[config.mk]
export PLATFORM = sky130hd
export DESIGN_NAME = md_bus_resolver_flat
export DESIGN_NICKNAME = d
export VERILOG_FILES = /design/src/rtl/md_bus_resolver_if.sv /design/src/rtl/md_bus_resolver.sv /design/src/flat_wrapper.sv
export SDC_FILE = /design/constraint.sdc
export NUM_CORES = 1
export LEC_CHECK = 0
export CAP_MARGIN = 10
export CORE_UTILIZATION = 37
export CTS_CLUSTER_DIAMETER = 30
export DETAILED_ROUTE_END_ITERATION = 10
export GPL_TIMING_DRIVEN = 0
export PLACE_DENSITY = 0.8
export SLEW_MARGIN = 20
export SYNTH_ARGS = -nofsm -noshare
export SYNTH_HDL_FRONTEND = slang
export SYNTH_SLANG_ARGS = --single-unit
[constraint.sdc]
create_clock -name MCLK -period 2 [get_ports MCLK]
set_input_delay 0.2 -clock MCLK [delete_from_list [all_inputs] [get_ports MCLK]]
set_output_delay 0.2 -clock MCLK [all_outputs]
set_load 0.005 [all_outputs]
[src/rtl/md_bus_resolver_if.sv]
// Bus-side bundle for md_bus_resolver: driver data/release vectors, clear strobe,
// and the registered resolved-bus and contention outputs.
interface md_bus_resolver_if #(
  parameter int unsigned WIDTH = 16,
  parameter int unsigned N     = 4,
  parameter int unsigned CNT_W = 8
);
  logic [N*WIDTH-1:0] drv_o;
  logic [N*WIDTH-1:0] drv_d;
  logic               clr;
  logic [WIDTH-1:0]   bus;
  logic [WIDTH-1:0]   bus_driven;
  logic               contention;
  logic [CNT_W-1:0]   contention_cnt;
  logic               contention_sticky;

  modport master (
    output drv_o, drv_d, clr,
    input  bus, bus_driven, contention, contention_cnt, contention_sticky
  );

  modport slave (
    input  drv_o, drv_d, clr,
    output bus, bus_driven, contention, contention_cnt, contention_sticky
  );
endinterface

[src/rtl/md_bus_resolver.sv]
// Registered N-driver shared-bus resolver: wired-OR/AND merge, keeper/pull/decay
// handling of undriven bits, and contention detection with saturating count.
module md_bus_resolver #(
  parameter int unsigned      WIDTH        = 16,
  parameter int unsigned      N            = 4,
  parameter int unsigned      RESOLVE      = 0,
  parameter int unsigned      MODE         = 0,
  parameter logic [WIDTH-1:0] PULL_VALUE   = '1,
  parameter int unsigned      DECAY_CYCLES = 8,
  parameter int unsigned      CNT_W        = 8
) (
  input logic               MCLK,
  input logic               reset,
  md_bus_resolver_if.slave  bus_if
);

  localparam int unsigned     DW        = $clog2(DECAY_CYCLES + 1);
  localparam logic [DW-1:0]   DECAY_MAX = DW'(DECAY_CYCLES);

  logic [WIDTH-1:0] has0_c, has1_c;
  logic [WIDTH-1:0] driven_c, contend_c, bus_next;
  logic             contention_c;
  logic [DW-1:0]    dcnt_next [WIDTH];

  logic [WIDTH-1:0] bus_q, driven_q;
  logic             cont_q, sticky_q;
  logic [CNT_W-1:0] cnt_q;
  logic [DW-1:0]    dcnt_q [WIDTH];

  always_comb begin
    has0_c    = '0;
    has1_c    = '0;
    driven_c  = '0;
    contend_c = '0;
    bus_next  = bus_q;
    for (int unsigned i = 0; i < WIDTH; i++) begin
      dcnt_next[i] = dcnt_q[i];
      for (int unsigned k = 0; k < N; k++) begin
        if (!bus_if.drv_d[k*WIDTH + i]) begin
          if (bus_if.drv_o[k*WIDTH + i]) has1_c[i] = 1'b1;
          else                           has0_c[i] = 1'b1;
        end
      end
      driven_c[i]  = has0_c[i] | has1_c[i];
      contend_c[i] = has0_c[i] & has1_c[i];
      if (driven_c[i]) begin
        // OR over actives is "any 1"; AND over actives is "no 0"
        bus_next[i]  = (RESOLVE == 0) ? has1_c[i] : ~has0_c[i];
        dcnt_next[i] = '0;
      end else if (MODE == 1) begin
        bus_next[i] = PULL_VALUE[i];
      end else if (MODE == 2) begin
        if (dcnt_q[i] < DECAY_MAX) dcnt_next[i] = dcnt_q[i] + DW'(1);
        if (dcnt_next[i] == DECAY_MAX) bus_next[i] = PULL_VALUE[i];
      end
    end
    contention_c = |contend_c;
  end

  always_ff @(posedge MCLK) begin
    if (reset) begin
      bus_q    <= PULL_VALUE;
      driven_q <= '0;
      cont_q   <= 1'b0;
      cnt_q    <= '0;
      sticky_q <= 1'b0;
      for (int unsigned i = 0; i < WIDTH; i++) dcnt_q[i] <= DECAY_MAX;
    end else begin
      bus_q    <= bus_next;
      driven_q <= driven_c;
      cont_q   <= contention_c;
      for (int unsigned i = 0; i < WIDTH; i++) dcnt_q[i] <= dcnt_next[i];
      // A contention event in the clear cycle is counted after the clear
      if (bus_if.clr) begin
        cnt_q    <= contention_c ? CNT_W'(1) : '0;
        sticky_q <= contention_c;
      end else if (contention_c) begin
        if (cnt_q != '1) cnt_q <= cnt_q + CNT_W'(1);
        sticky_q <= 1'b1;
      end
    end
  end

  assign bus_if.bus               = bus_q;
  assign bus_if.bus_driven        = driven_q;
  assign bus_if.contention        = cont_q;
  assign bus_if.contention_cnt    = cnt_q;
  assign bus_if.contention_sticky = sticky_q;

endmodule

[src/flat_wrapper.sv]
// flat-port wrapper written by rule: the top's interface ports become plain ports
module md_bus_resolver_flat 
#(
  parameter int unsigned      WIDTH        = 16,
  parameter int unsigned      N            = 4,
  parameter int unsigned      RESOLVE      = 0,
  parameter int unsigned      MODE         = 0,
  parameter logic [WIDTH-1:0] PULL_VALUE   = '1,
  parameter int unsigned      DECAY_CYCLES = 8,
  parameter int unsigned      CNT_W        = 8
)
  (MCLK, reset, bus_if_drv_o, bus_if_drv_d, bus_if_clr, bus_if_bus, bus_if_bus_driven, bus_if_contention, bus_if_contention_cnt, bus_if_contention_sticky);
  md_bus_resolver_if #(.WIDTH(WIDTH), .N(N), .CNT_W(CNT_W)) bus_if_i ();
  input logic MCLK;
  input logic reset;
  input wire logic [$bits(bus_if_i.drv_o)-1:0] bus_if_drv_o;
  input wire logic [$bits(bus_if_i.drv_d)-1:0] bus_if_drv_d;
  input wire logic [$bits(bus_if_i.clr)-1:0] bus_if_clr;
  output wire logic [$bits(bus_if_i.bus)-1:0] bus_if_bus;
  output wire logic [$bits(bus_if_i.bus_driven)-1:0] bus_if_bus_driven;
  output wire logic [$bits(bus_if_i.contention)-1:0] bus_if_contention;
  output wire logic [$bits(bus_if_i.contention_cnt)-1:0] bus_if_contention_cnt;
  output wire logic [$bits(bus_if_i.contention_sticky)-1:0] bus_if_contention_sticky;
  assign bus_if_i.drv_o = bus_if_drv_o;
  assign bus_if_i.drv_d = bus_if_drv_d;
  assign bus_if_i.clr = bus_if_clr;
  assign bus_if_bus = bus_if_i.bus;
  assign bus_if_bus_driven = bus_if_i.bus_driven;
  assign bus_if_contention = bus_if_i.contention;
  assign bus_if_contention_cnt = bus_if_i.contention_cnt;
  assign bus_if_contention_sticky = bus_if_i.contention_sticky;
  md_bus_resolver #(.WIDTH(WIDTH), .N(N), .RESOLVE(RESOLVE), .MODE(MODE), .PULL_VALUE(PULL_VALUE), .DECAY_CYCLES(DECAY_CYCLES), .CNT_W(CNT_W)) u_core (.MCLK(MCLK), .reset(reset), .bus_if(bus_if_i));
endmodule
Word-level counts from Yosys, hierarchy flattened
Index checks and enable logic that the tools add are counted.
W data, S select, Z words.
Word-level totals
  output and inout port bits: 42
  input bits: 131
  logic and storage cells: 320
  register bits after elaboration: 42
Operators by class
  multiplexer cells: 262
  $add $sub $neg: 1
  equality and inequality tests: 1
  reductions and logical operators: 4
  bitwise gates (word level): 32
Operator list (number)
  $mux W1: 259
  $mux W8: 3
  $and A1 B1 Y1: 16
  $or A1 B1 Y1: 16
  $reduce_or A16 Y1: 1
  $add A8 B1 Y8 const B: 1
  $ne A8 B8 Y1 const B: 1
  $reduce_bool A2 Y1: 2
  $reduce_and A2 Y1: 1

Depth between registers and ports, before layout
Gate-level depths: netlist (run 1).
  word-level depth: 12
  depth in mapped cells: 7
  depth with buffers taken out: 7

Least setup slack after synthesis (run 1)
Ideal clock, no wire load.
  kind: input-to-reg
  start: input port bus_if_drv_o[41]
  end: register u_core.cnt_q[0], in the netlist u_core.bus_if.contention_cnt[0]
  setup slack: 217 ps
  arrival time: 1718 ps
  setup time: 65 ps
  stages on the path: 7
  path through: nor2b_4 > a2111oi_4 > o2111ai_2 > nor4_4 > a31oi_4 > o32a_1 > nor2_1
On the way
  word-level cells in the longest chain between the ends: 8
  elaborated cells between the ends (all ways): 14
RTL lines
  from (decl): RTL line flat_wrapper.sv:16  | input wire logic [$bits(bus_if_i.drv_o)-1:0] bus_if_drv_o;
  $mux W1: RTL line md_bus_resolver.sv:40  | if (bus_if.drv_o[k*WIDTH + i]) has1_c[i] = 1'b1;
  $mux W1: RTL line md_bus_resolver.sv:39  | if (!bus_if.drv_d[k*WIDTH + i]) begin
  $mux W1: RTL line md_bus_resolver.sv:40
  $mux W1: RTL line md_bus_resolver.sv:39
  $and A1 B1 Y1 (*): RTL line md_bus_resolver.sv:45  | contend_c[i] = has0_c[i] & has1_c[i];
  $reduce_or A16 Y1 (*): RTL line md_bus_resolver.sv:57  | contention_c = |contend_c;
  $mux W1 / $reduce_bool A2 Y1 (equally long branches)
  $mux W8 / $reduce_and A2 Y1 (equally long branches)
  to (signal assigned): RTL line md_bus_resolver.sv:75  | cnt_q <= contention_c ? CNT_W'(1) : '0;
  to (signal assigned): RTL line md_bus_resolver.sv:78  | if (cnt_q != '1) cnt_q <= cnt_q + CNT_W'(1);
  to (decl): RTL line md_bus_resolver.sv:27  | logic [CNT_W-1:0] cnt_q;
Mark *: on every way between the ends. The rest lies on a longest branch, timed or not.
A chain may end at the register's enable or synchronous reset.

Worst setup path after layout (run 1)
  start: input port bus_if_drv_o[30]
  end: register u_core.cnt_q[6], in the netlist u_core.bus_if.contention_cnt[6]
On the way
  word-level cells in the longest chain between the ends: 10
  elaborated cells between the ends (all ways): 16
RTL lines (RTL line)
  $mux W1: md_bus_resolver.sv:40
  $mux W1: md_bus_resolver.sv:39
  $mux W1: md_bus_resolver.sv:40
  $mux W1: md_bus_resolver.sv:39
  $mux W1: md_bus_resolver.sv:40
  $mux W1: md_bus_resolver.sv:39
  $and A1 B1 Y1 (*): md_bus_resolver.sv:45
  $reduce_or A16 Y1 (*): md_bus_resolver.sv:57
  $reduce_bool A2 Y1 (no source line) (*)
  $reduce_and A2 Y1 (no source line) (*)
Marks and branches as above.

==> results.json, run 1 <==
{
  "total_power_mw": 2.713,
  "start_util_pct": 39.04,
  "relSlewSlack_pct": 50.96,
  "totalWireLength_mm": 11.84,
  "cts_hold_buf": 0,
  "clockRootBuffer": "clkbuf_8",
  "dr.pass1.iters": 4,
  "min_path_type": "in -> reg",
  "cp-end-kind": "register",
  "dieWidth_um": 87.37,
  "drc": 0,
  "crit_required_ns": 2.21,
  "timing.fmax_ghz": 0.5043,
  "timing.rr.start": "u_core.bus_if.contention_cnt[2]",
  "hp-start": "bus_if_drv_d[5]",
  "ys_types": 42,
  "synth_area_per_cell_um2": 8.296,
  "finalSetupTns_ns": 0,
  "crit_fanout": 5,
  "critPathTopFamily": "buffers and inverters",
  "holdPathStages": 2,
  "synth_nets": 457,
  "avgRoutedWirePerCell_um": 19.18,
  "portBuffers": 172,
  "placed_cells": 593,
  "synth_top_cell_by_area": "dfxtp_1",
  "dp_hpwl_mm": 7.961,
  "setup_violations": 0,
  "fin_skew_ns": 0.001030,
  "ioPinCount": 173,
  "cts_buffers": 5,
  "cts.clk_slew.worst_paths_ns": 0.09,
  "num-nets-final": 650,
  "cts_tree": "built",
  "ys_top_cells_by_area": "dfxtp_1, nor2b_1, nor2_1",
  "syn_to_final_growth_pct": 111.5,
  "nFillCells": 424,
  "grt_max_degree": 15,
  "fin_util_pct": 82.55,
  "r2r_cells": 7,
  "vias": 3505,
  "rrSetupSlack_ns": 0.23,
  "min_to": "u_core.bus_if.bus_driven[5]",
  "worst-setup-path-type": "in -> reg",
  "syn-cell-area_um2": 2696,
  "routed_via_density": 5.681,
  "clk_latency_ns": 0.31,
  "dieArea_um2": 7633,
  "peakVddDrop_v": 0.0003037,
  "outcome": "finished clean",
  "cpMaxStageDelayCell": "clkdlybuf4s50_1",
  "synth_async_sr_flop_share_pct": 0,
  "ys_warn_count": 0,
  "maxCapViolations": 0,
  "cp-start-kind": "primary input",
  "core_area_um2": 6907,
  "row_count": 30,
  "path_common_cell": "buf_4",
  "p_leak_nw": 2.713,
  "synth-seq-cells": 42,
  "h-tree-depth": 2,
  "synthFlopType": "dfxtp_1",
  "grt.total_usage_pct": 28.07,
  "gp_congestion": 0.8511,
  "synth_top_area_share_pct": 31.18,
  "drive_above_1_share_pct": 26.40,
  "clkSinkCount": 42,
  "report.final.slew_viol_count": 0,
  "p_per_area_nw_per_um2": 475.8,
  "synth-seq-area-share_pct": 31.18,
  "syn_inst": 325,
  "cp_num_buf_inv": 3,
  "drt_first_iter_violations": 180,
  "path_cells": "clkdlybuf4s50_1 -> nor2b_1 -> nor4_2 -> a221oi_2 -> nor4_4 -> buf_4 -> a31oi_4 -> buf_4 -> nand4_1 -> mux2i_1",
  "holdWs_ns": 0.2057,
  "synth-edff-count": 0,
  "hold_violations": 0,
  "overflow": 0,
  "worstPathArrival_ns": 2.19,
  "tightest_slew_ns": 0.7356,
  "grt_pass1_vias": 3419,
  "period_share_pct": 99.16,
  "die_h_um": 87.37,
  "final_cells": 617,
  "cts_buffer_depth": 2,
  "min_period_ns": 1.983,
  "worstReg2RegEnd": "u_core.bus_if.contention_cnt[6]",
  "antenna_left": 0,
  "critical_path.max_stage_delay_ns": 0.47,
  "grt_first_pass_wirelength_mm": 16.43,
  "grt_antenna_before_repair": 2
}
[cell families after synthesis]
| family | share of synthesized area, % |
|---|---|
| buf+inv | 1.160 |
| compound gates | 26.40 |
| simple gates | 38.56 |
| mux | 2.227 |
| flops | 31.18 |
| fa+ha+maj | 0.4640 |
[cell type report]
| cell class | count | area (um2) | share of cell area (%) |
|---|---|---|---|
| inverter | 3 | 11.26 | 0.1975 |
| tap | 96 | 120.1 | 2.107 |
| clock buffer | 5 | 68.82 | 1.207 |
| antenna | 2 | 5.005 | 0.08778 |
| timing repair buffer | 185 | 1952 | 34.23 |
| sequential | 42 | 840.8 | 14.75 |
| multi-input combinational | 276 | 2615 | 45.86 |
| clock inverter | 3 | 68.82 | 1.207 |
| buffer | 5 | 20.02 | 0.3511 |
[how the worst max path moves through the flow]
stage | startpoint | endpoint | slack [ns] | depth (start not counted)
2_1_floorplan | bus_if_drv_o[41] | u_core.bus_if.contention_cnt[0] | 0.22 | 7
3_3_place_gp | bus_if_drv_o[56] | u_core.bus_if.contention_cnt[0] | -0.55 | 8
3_5_place_dp | bus_if_drv_o[56] | u_core.bus_if.contention_cnt[0] | -0.55 | 8
4_1_cts | bus_if_drv_d[46] | u_core.bus_if.contention_cnt[1] | -0.001 | 9
5_1_grt | bus_if_drv_o[30] | u_core.bus_if.contention_cnt[6] | -0.05 | 10
6_report | bus_if_drv_o[30] | u_core.bus_if.contention_cnt[6] | 0.02 | 10
[report_power, final]
group          leakage, nW  switching [mW]  internal [mW]
Sequential           0.349          0.0229          0.883
Combinational         2.30           0.447          0.526
Clock               0.0683           0.334          0.501
Total                 2.71           0.804           1.91
[layout by cell type (no fill, tap or decap), types with 5 or more instances in the layout]
cell type         n
o22ai_2           8
dlymetal6s2s_1   66
o31ai_4           9
nor4_1            6
nand4_1           6
buf_4            12
o2111ai_2         5
o22ai_1           9
nand3_1           8
nand2_1          15
mux2i_1           6
nand3b_1          9
a21oi_1           9
nor2_1           42
a41oi_1           9
dfxtp_1          42
or3_1             5
clkdlybuf4s50_1  70
nor2b_4          46
nor2b_2           9
clkbuf_8          5
nor3_1           13
dlygate4sd2_1    36
o32ai_2           6
nor2b_1           6
[what timing repair did]
item / 4_1_cts / 5_1_grt
endpoints found under the setup margin: 10 / 8
resized for setup: 116 / 149
pin swaps: 32 / 37
buffers inserted: 5 / 8
gates cloned: 1 / 0
[cells in the mapped netlist (4+ instances only)]
library cell,number
a41oi_1,9
or3_1,5
o32ai_1,8
o22ai_1,19
o31ai_1,11
nand3_1,8
nand4_1,6
nor4_1,7
a22oi_1,6
dfxtp_1,42
nand3b_1,9
a21oi_1,9
o311ai_0,4
nand2_1,15
nor2_1,45
nor3_1,18
nor2b_1,60
mux2i_1,6
[per-stage QoR]
step,cell area [um2],setup slack [ns]
6_report,5702,0.01689
5_1_grt,5702,-0.05347
4_1_cts,5071,-0.001111
3_5_place_dp,4538,-0.5494
3_3_place_gp,4538,-0.5493
2_1_floorplan,2696,0.2174
[layer usage]
layer / part of all wire, % / vias to the layer above / GRT usage [%]
met5: 0 / - / 0
met4: 3.1 / 0 / 10.88
met3: 5.7 / 25 / 4.834
met2: 53 / 159 / 53.34
met1: 38 / 1678 / 30.66
li1: - / 1643 / -
[flip-flops by register name, summed over array words and instances (netlist names)]
signal	count
u_core.bus_if.contention	1
u_core.bus_if.contention_cnt	8
u_core.bus_if.bus	16
u_core.bus_if.contention_sticky	1
u_core.bus_if.bus_driven	16
No activity file was read; power rests on OpenSTA's default activity.
==> inputs of run 2 (changes only) <==
--- a/config.mk
+++ b/config.mk
@@ -9,7 +9,9 @@
 export CORE_UTILIZATION = 37
 export CTS_CLUSTER_DIAMETER = 30
 export DETAILED_ROUTE_END_ITERATION = 10
+export GPL_ROUTABILITY_DRIVEN = 1
 export GPL_TIMING_DRIVEN = 0
+export MAX_ROUTING_LAYER = met4
 export PLACE_DENSITY = 0.8
 export SLEW_MARGIN = 20
 export SYNTH_ARGS = -nofsm -noshare
==> run 2 against run 1 <==
Compared with the run above: sequential share of layout area did not move; final cell count is the same; die area unchanged; largest power group unchanged; sequential power about the same; utilization is the same; routed wire length decreased by 0.11%.
==> results.json, run 2 (synthesized netlist as in run 1, its figures left out) <==
{
  "min_path_type": "in -> reg",
  "maxCapViolations": 0,
  "setup_violations": 0,
  "antenna_left": 0,
  "timing.rr.start": "u_core.bus_if.contention_cnt[2]",
  "placed_cells": 593,
  "worst-setup-path-type": "in -> reg",
  "overflow": 0,
  "drc": 0,
  "total_power_mw": 2.714,
  "period_share_pct": 98.80,
  "h-tree-depth": 2,
  "multi_input_area_um2": 2615,
  "fin_util_pct": 82.55,
  "seqPwrFrac_pct": 33.4,
  "peakVddDrop_v": 0.0003029,
  "worstPathArrival_ns": 2.19,
  "portBuffers": 172,
  "hold_violations": 0,
  "cts_tree": "built",
  "cts.clk_slew.worst_paths_ns": 0.10,
  "cp-end-kind": "register",
  "die_h_um": 87.37,
  "switching_share_pct": 29.65,
  "p_leak_nw": 2.713,
  "num-nets-final": 650,
  "avgRoutedWirePerCell_um": 19.16,
  "regArea_um2": 840.8,
  "finalSetupTns_ns": 0,
  "cts_hold_buf": 0,
  "timing.fmax_ghz": 0.5061,
  "report.final.slew_viol_count": 0,
  "grt.total_usage_pct": 28.91,
  "final_common_cell": "clkdlybuf4s50_1",
  "min_period_ns": 1.976,
  "hp-start": "bus_if_drv_d[5]",
  "most-common-layout-cells": "clkdlybuf4s50_1, dlymetal6s2s_1, nor2b_4",
  "drt_first_iter_violations": 228,
  "clk_latency_ns": 0.31,
  "cp-startpoint": "bus_if_drv_o[30]",
  "timing.final.ws_setup_ns": 0.02404,
  "comb_power_share_pct": 35.9,
  "dieArea_um2": 7633,
  "relSlewSlack_pct": 51.84,
  "start_util_pct": 39.04,
  "tightest_slew_ns": 0.7223,
  "dr.pass1.iters": 4,
  "dieWidth_um": 87.37,
  "syn_to_final_growth_pct": 111.5,
  "nFillCells": 424,
  "grt_max_degree": 15,
  "clockRootBuffer": "clkbuf_8",
  "p_per_area_nw_per_um2": 476.1,
  "drive_above_1_share_pct": 26.40,
  "crit_required_ns": 2.21,
  "final_cells": 617,
  "routed_via_density": 5.739,
  "vias": 3541,
  "fin_skew_ns": 0.0009872,
  "crit_fanout": 5,
  "grt_first_pass_wirelength_mm": 16.42,
  "cts_buffers": 5,
  "ioPinCount": 173,
  "grt_pass1_vias": 3426,
  "gp_congestion": 0.8646,
  "clock_power_share_pct": 30.8,
  "cts_buffer_depth": 2,
  "outcome": "finished clean",
  "row_count": 30,
  "grt_antenna_before_repair": 2,
  "totalWireLength_mm": 11.82,
  "core_area_um2": 6907,
  "dp_hpwl_mm": 7.961,
  "dp_worst_setup_slack_ns": -0.5494,
  "p_sw_mw": 0.8049,
  "p_int_mw": 1.909,
  "clkSinkCount": 42,
  "cp-start-kind": "primary input"
}
## run 2: cell counts in the layout (fill, tap and decap cells not counted)
No cell type changed its count.
## run 2: area by class of cell
| cell class | instances | share of cell area, % |
|---|---|---|
| clock buffer | 5 | 1.207 |
| timing repair buffer | 185 | 34.23 |
| tap | 96 | 2.107 |
| multi-input combinational | 276 | 45.86 |
| inverter | 3 | 0.1975 |
| antenna | 2 | 0.08778 |
| sequential | 42 | 14.75 |
| clock inverter | 3 | 1.207 |
| buffer | 5 | 0.3511 |
## run 2: power by group through the flow
stage | clock (mW) | combinational [mW] | sequential, mW
2_1_floorplan | 0 | 0.299 | 0.927
5_1_grt | 0.876 | 1.03 | 0.911
4_1_cts | 0.835 | 0.857 | 0.904
3_5_place_dp | 0 | 0.767 | 0.923
6_report | 0.835 | 0.973 | 0.906
3_3_place_gp | 0 | 0.752 | 0.923
## run 2: path summary, 6_finish.rpt
| kind | endpoint | slack, ns | depth (start not counted) |
|---|---|---|---|
| setup / recovery | u_core.bus_if.contention_cnt[6] | 0.02 | 10 |
| setup reg to reg | u_core.bus_if.contention_cnt[6] | 0.24 | 7 |
| hold / removal | u_core.bus_if.bus_driven[5] | 0.20 | 2 |
| hold reg to reg | u_core.bus_if.bus[8] | 0.49 | 2 |
## run 2: worst max-delay path: stages
cell,delay (ns)
clkdlybuf4s50_1,0.47
nor2b_1,0.29
nor4_2,0.10
a221oi_2,0.28
nor4_4,0.07
buf_4,0.17
a31oi_4,0.20
buf_4,0.15
nand4_1,0.11
mux2i_1,0.13
## run 2: metal layers
layer | vias to the layer above | GRT usage (%) | part of all wire, %
li1 | 1650 | - | -
met1 | 1706 | 31.12 | 38
met2 | 160 | 53.41 | 54
met3 | 25 | 4.076 | 5.2
met4 | 0 | 10.88 | 2.7
met5 | - | - | 0
## run 2: what timing repair did
item | 4_1_cts | 5_1_grt
setup buffers | 5 | 8
setup endpoints to repair | 10 | 8
gates cloned | 1 | 0
pin swaps | 32 | 37
gates resized for setup | 116 | 149
## run 2: per-stage QoR
stage                     hold WS [ns]  area [um2]
after floorplan                 0.3172        2696
after global placement          0.4516        4538
after detailed placement        0.4644        4538
after CTS                       0.3079        5071
after global routing            0.2083        5702
final                           0.2023        5702
